==> config.mk <==
export PLATFORM = sky130hd
export DESIGN_NAME = mem_access_ctrl
export DESIGN_NICKNAME = d
export VERILOG_FILES = /design/src/rtl/mem_access_ctrl.sv
export SDC_FILE = /design/constraint.sdc
export NUM_CORES = 1
export LEC_CHECK = 0
export ABC_AREA = 1
export BUFFER_PORTS_ARGS = -buffer_cell sky130_fd_sc_hd__clkbuf_2
export CAP_MARGIN = 25
export CORE_UTILIZATION = 42
export CTS_CLUSTER_DIAMETER = 40
export DETAILED_ROUTE_END_ITERATION = 6
export PLACE_DENSITY_LB_ADDON = 0.15
export SETUP_SLACK_MARGIN = 0.15
export SLEW_MARGIN = 20
export SYNTH_ARGS = -nofsm -noshare
export SYNTH_HDL_FRONTEND = slang
export SYNTH_SLANG_ARGS = --single-unit
==> constraint.sdc <==
create_clock -name clk -period 2.6 [get_ports clk]
set_clock_uncertainty 0.2 [all_clocks]
set_input_delay 0.39 -clock clk [delete_from_list [all_inputs] [get_ports clk]]
set_output_delay 0.39 -clock clk [all_outputs]
set_load 0.01 [all_outputs]
==> src/rtl/mem_access_ctrl.sv <==
// -----------------------------------------------------------------------------
// mem_access_ctrl
//
// Sequences a single CPU load/store into a strobe-driven memory.
// Each access walks IDLE -> SETUP -> STROBE -> RELEASE -> DONE -> IDLE.
// Address and store data are set up one cycle before the strobe. They stay
// stable until the access completes.
//
// Parameter
//   STROBE_CYCLES  width of each trigRead/trigWrite pulse in clk cycles (1..15)
//
// Ports
//   clk           in   1   system clock, rising edge
//   reset         in   1   asynchronous, active-high reset
//   reqValid      in   1   CPU access request, sampled only while idle
//   memRead       in   1   request is a load
//   memWrite      in   1   request is a store
//   reqAddress    in   7   word address of the request
//   reqWriteData  in  32   store data
//   reqReady      out  1   controller idle and able to accept a request
//   done          out  1   one-cycle completion pulse
//   err           out  1   one-cycle pulse with done when load and store are both requested
//   loadData      out 32   most recent load result
//   address       out  7   word address presented to memory
//   writeData     out 32   store data presented to memory
//   trigWrite     out  1   memory write strobe (memory writes on its rising edge)
//   trigRead      out  1   memory read strobe (memory updates readData on its rising edge)
//   readData      in  32   data returned by memory
// -----------------------------------------------------------------------------
module mem_access_ctrl #(
  parameter int unsigned STROBE_CYCLES = 1
) (
  input  logic        clk,
  input  logic        reset,
  input  logic        reqValid,
  input  logic        memRead,
  input  logic        memWrite,
  input  logic [6:0]  reqAddress,
  input  logic [31:0] reqWriteData,
  output logic        reqReady,
  output logic        done,
  output logic        err,
  output logic [31:0] loadData,
  output logic [6:0]  address,
  output logic [31:0] writeData,
  output logic        trigWrite,
  output logic        trigRead,
  input  logic [31:0] readData
);

  // The counter is loaded with STROBE_CYCLES-1.
  // STROBE is left on the cycle where the counter reads zero.
  localparam logic [3:0] STROBE_LOAD = 4'(STROBE_CYCLES - 1);

  typedef enum logic [2:0] {
    ST_IDLE    = 3'd0,
    ST_SETUP   = 3'd1,
    ST_STROBE  = 3'd2,
    ST_RELEASE = 3'd3,
    ST_DONE    = 3'd4
  } state_t;

  state_t      state_q, state_d;
  logic [3:0]  cnt_q, cnt_d;
  logic        op_rd_q, op_rd_d;
  logic        op_wr_q, op_wr_d;
  logic [6:0]  addr_q, addr_d;
  logic [31:0] wdata_q, wdata_d;
  logic [31:0] ldata_q, ldata_d;
  logic        ready_q, ready_d;
  logic        done_q, done_d;
  logic        err_q, err_d;
  logic        trig_rd_q, trig_rd_d;
  logic        trig_wr_q, trig_wr_d;

  // Next-state, request capture, strobe counter and load capture.
  always_comb begin
    state_d = state_q;
    cnt_d   = cnt_q;
    op_rd_d = op_rd_q;
    op_wr_d = op_wr_q;
    addr_d  = addr_q;
    wdata_d = wdata_q;
    ldata_d = ldata_q;

    case (state_q)
      ST_IDLE: begin
        if (reqValid) begin
          state_d = ST_SETUP;
          op_rd_d = memRead;
          op_wr_d = memWrite;
          addr_d  = reqAddress;
          wdata_d = reqWriteData;
        end else begin
          state_d = ST_IDLE;
        end
      end
      ST_SETUP: begin
        state_d = ST_STROBE;
        cnt_d   = STROBE_LOAD;
      end
      ST_STROBE: begin
        if (cnt_q == 4'd0) begin
          state_d = ST_RELEASE;
          // Memory has updated readData by now, because it reacts to the
          // rising edge of trigRead. Only a true load takes the result.
          if (op_rd_q && !op_wr_q) begin
            ldata_d = readData;
          end else begin
            ldata_d = ldata_q;
          end
        end else begin
          cnt_d = cnt_q - 4'd1;
        end
      end
      ST_RELEASE: begin
        state_d = ST_DONE;
      end
      ST_DONE: begin
        state_d = ST_IDLE;
      end
      default: begin
        state_d = ST_IDLE;
      end
    endcase
  end

  // Output next values are decoded from the next state.
  // Every output is then a plain flop with no decode glitches at the pins.
  always_comb begin
    ready_d   = (state_d == ST_IDLE);
    done_d    = (state_d == ST_DONE);
    err_d     = (state_d == ST_DONE) && op_rd_d && op_wr_d;
    trig_rd_d = (state_d == ST_STROBE) && op_rd_d && !op_wr_d;
    trig_wr_d = (state_d == ST_STROBE) && op_wr_d && !op_rd_d;
  end

  // State, datapath and output registers.
  // Reset clears them immediately, which also drops any active strobe.
  always_ff @(posedge clk or posedge reset) begin
    if (reset) begin
      state_q   <= ST_IDLE;
      cnt_q     <= 4'd0;
      op_rd_q   <= 1'b0;
      op_wr_q   <= 1'b0;
      addr_q    <= 7'd0;
      wdata_q   <= 32'd0;
      ldata_q   <= 32'd0;
      ready_q   <= 1'b1;
      done_q    <= 1'b0;
      err_q     <= 1'b0;
      trig_rd_q <= 1'b0;
      trig_wr_q <= 1'b0;
    end else begin
      state_q   <= state_d;
      cnt_q     <= cnt_d;
      op_rd_q   <= op_rd_d;
      op_wr_q   <= op_wr_d;
      addr_q    <= addr_d;
      wdata_q   <= wdata_d;
      ldata_q   <= ldata_d;
      ready_q   <= ready_d;
      done_q    <= done_d;
      err_q     <= err_d;
      trig_rd_q <= trig_rd_d;
      trig_wr_q <= trig_wr_d;
    end
  end

  assign reqReady  = ready_q;
  assign done      = done_q;
  assign err       = err_q;
  assign loadData  = ldata_q;
  assign address   = addr_q;
  assign writeData = wdata_q;
  assign trigRead  = trig_rd_q;
  assign trigWrite = trig_wr_q;

endmodule

==> results by group <==
Status
  • Status: completed

Global routing
  • Initial antenna violation count: 0
  • Tot GR Track Use: 0.200
  • Largest net degree at the start of global routing: 86
  • First-pass GRT wire length: 13400 µm
  • Grt ovf: 0
  • Vias in the first global route: 2997

Clock tree
  • Worst-Skew Late Latency: 340 ps
  • Sink Count: 85
  • CTS tree: built
  • CTS root buffer: clkbuf_8
  • H-tree levels: 3
  • Num CTS Buffers: 9
  • Post-CTS Hold Buffers: 1
  • Clock buffer depth: 2
  • Resized Gates After CTS: 0
  • Clk slew on worst S/H paths: 80 ps
  • Setup Fix Bufs, Post-CTS: 0

Floorplan
  • Rows: 32
  • Starting density of the core: 0.439
  • Die Wd: 92.3 µm
  • Die area: 0.00852 mm²
  • Core ar.: 0.00781 mm²
  • IO Pins: 152
  • Die Y: 92.3 µm

Placement
  • DP HPWL: 5470 µm
  • Pre-CTS setup slack: 740 ps
  • Port bufs: 151
  • GPL Wtd Cong: 0.869
  • Post-DP Area: 0.00425 mm²
  • Placed cells: 616

STA
  • Slew Viols, Final: 0
  • Worst hold slack: 20.0 ps
  • RSZ-0062 raised after global routing: no
  • Final Critical Period: 1870 ps
  • Fmax: 536 MHz
  • Slew @ Worst Pin: 455 ps
  • Sum Neg Setup Slack: 0 ps
  • Final Hold Viols: 0
  • Fin crit share: 0.718
  • Setup ws final: 733 ps
  • Rel. slew slack: 0.696
  • Setup-failing EPs final: 0

Route
  • Max Used Layer: met4
  • Vias/cell: 4.73
  • Post-route met1 wirelength: 3610 µm
  • DRT Pass-1 Iters: 6
  • Drt wl/cell: 12.8 µm
  • Met2 WL: 3780 µm
  • Final WL: 8090 µm
  • Drt drc: 0
  • Met3 WL: 592 µm
  • Antenna violation net count after detailed routing: 0
  • Routed vias: 2991
  • DR iter-0 viols: 163

Setup path
  • Critical path depth in cells: 7
  • CP endpoint kind: flop
  • Crit path launch type: flop
  • Crit. Startpoint: cnt_q[0]
  • Most frequent CP cell: nand3_1
  • Crit path kind: flop to flop
  • Worst EP required: 2680 ps
  • FF-to-FF Start: cnt_q[0]
  • Worst Path Arrival: 1950 ps
  • Maximum fanout along the worst path: 32
  • Slowest library cell on the worst path: dfrtp_1
  • Cell Chain, Critical Path: inv_1 > ha_1 > nand3_1 > nor2_4 > buf_4 > nand3_1 > nand2_1
  • R2r worst-path depth: 7
  • Setup crit end: loadData[2]
  • Critical path's top delay family: simple AND/OR/NAND/NOR gates
  • Worst path max stage delay: 360 ps
  • R2R Setup Slk: 730 ps
  • Worst path buffer plus inverter count: 2
  • R2r endpoint: loadData[2]

Job
  • Max-cap viol count: 0

Power
  • PwrDens: 1220 mW/mm²
  • PnR Total Power: 5.42 mW
  • LEAKAGE: 2.56 nW
  • Max VDD drop: 0.471 mV

Cells and area
  • Area growth syn-to-layout: 29.7%
  • Design Area, Final: 0.00444 mm²
  • Post-route insts no fill: 632
  • Diodes inserted: 0
  • Layout fillers: 749
  • Post-Route Utilization: 0.569
  • Layout cell share with drive strength beyond 1: 0.342
  • Final net count: 603

Logic synthesis
  • Commonest cells in the netlist: nand2_1, dfrtp_1, nand3_1, buf_2, inv_1
  • Syn Nets: 454
  • Yosys warning total: 0
  • Asr flop ratio synth: 1.00
  • Top cell type by total area after synthesis: dfrtp_1
  • Largest cells by area after synthesis: dfrtp_1, nand2_1, nand3_1
  • Most common cell in the netlist: nand2_1
  • Synth top area share: 0.614
  • Top_reg_cell synth: dfrtp_1
  • Cells after Synth: 377
  • Syn_area_per_cell: 9.08 µm²
  • Post-Syn Area: 0.00342 mm²
  • Synth cell types: 21
  • Post-synthesis sequential area ratio: 0.621
  • Number of synthesized flops with an enable pin: 0
  • Yosys reg bits: 85

Worst hold path
  • Worst Hold Launch: reqValid
  • Tightest Hold Check Type: input port to flop
==> state kept, by name, summed over array words and instances (netlist names) <==
name / cells
address: 7
state_q: 3
op_rd_q: 1
err: 1
cnt_q: 4
writeData: 32
trigRead: 1
trigWrite: 1
done: 1
op_wr_q: 1
loadData: 32
reqReady: 1
==> layer usage <==
metal,vias to the layer above,track usage
li1,1494,-
met4,0,0.0911
met2,131,0.337
met1,1356,0.243
met5,-,0
met3,10,0.0468
==> how the worst min path moves through the flow <==
stage,endpoint,slack (ps),depth (start not counted)
CTS,reqReady,7,2
global route,reqReady,20,2
finish,reqReady,20,2
global placement,loadData[16],250,2
detailed placement,writeData[23],260,2
floorplan,reqReady,240,1
==> cell usage in the layout (no fill, tap or decap) <==
| cell type | netlist | routed |
|---|---|---|
| nand2_1 | 163 | 163 |
| clkbuf_2 | 0 | 151 |
| dfrtp_1 | 84 | 84 |
| nand3_1 | 77 | 77 |
| clkbuf_8 | 0 | 9 |
| inv_1 | 9 | 8 |
| nor2_1 | 7 | 6 |
| buf_4 | 3 | 6 |
| o21ai_0 | 5 | 5 |
| clkinv_2 | 0 | 3 |
| nor2_4 | 2 | 2 |
| nor2_2 | 1 | 2 |
| clkinvlp_4 | 0 | 2 |
| inv_2 | 1 | 1 |
| nand3_2 | 1 | 1 |
| xnor2_1 | 1 | 1 |
| nand2_4 | 1 | 1 |
| a21oi_1 | 1 | 1 |
| o31ai_1 | 1 | 1 |
| ha_1 | 1 | 1 |
| bufinv_16 | 0 | 1 |
| clkbuf_1 | 2 | 1 |
| dlygate4sd3_1 | 0 | 1 |
| buf_12 | 0 | 1 |
| dfstp_2 | 1 | 1 |
==> power breakdown <==
group / internal, mW / switching (mW) / total (mW) / leakage (nW)
logic: 0.830 / 1.42 / 2.25 / 1.43
clock network: 0.434 / 0.439 / 0.874 / 0.0919
registers: 1.95 / 0.351 / 2.31 / 1.04
==> area by class of cell <==
class                      count  area, µm²  share of cell area
clock buffer                  10        128              0.0287
clock inverter                 5       52.6              0.0118
inverter                      10       41.3             0.00929
sequential                    85       2130               0.479
timing repair buffer         159        831               0.187
multi-input combinational    261       1130               0.255
tap                          102        128              0.0287
==> logic make-up (layout without fill, tap and decap cells) <==
kind of cell / count (synthesis) / in the layout / synth area share
compound gates: 7 / 7 / 0.0110
xor+xnor: 1 / 1 / 0.00256
fa+ha+maj: 1 / 1 / 0.00365
buf+inv: 31 / 184 / 0.0479
flops: 85 / 85 / 0.621
simple gates: 252 / 252 / 0.313
Note: power is estimated with default switching activity, not from simulation.
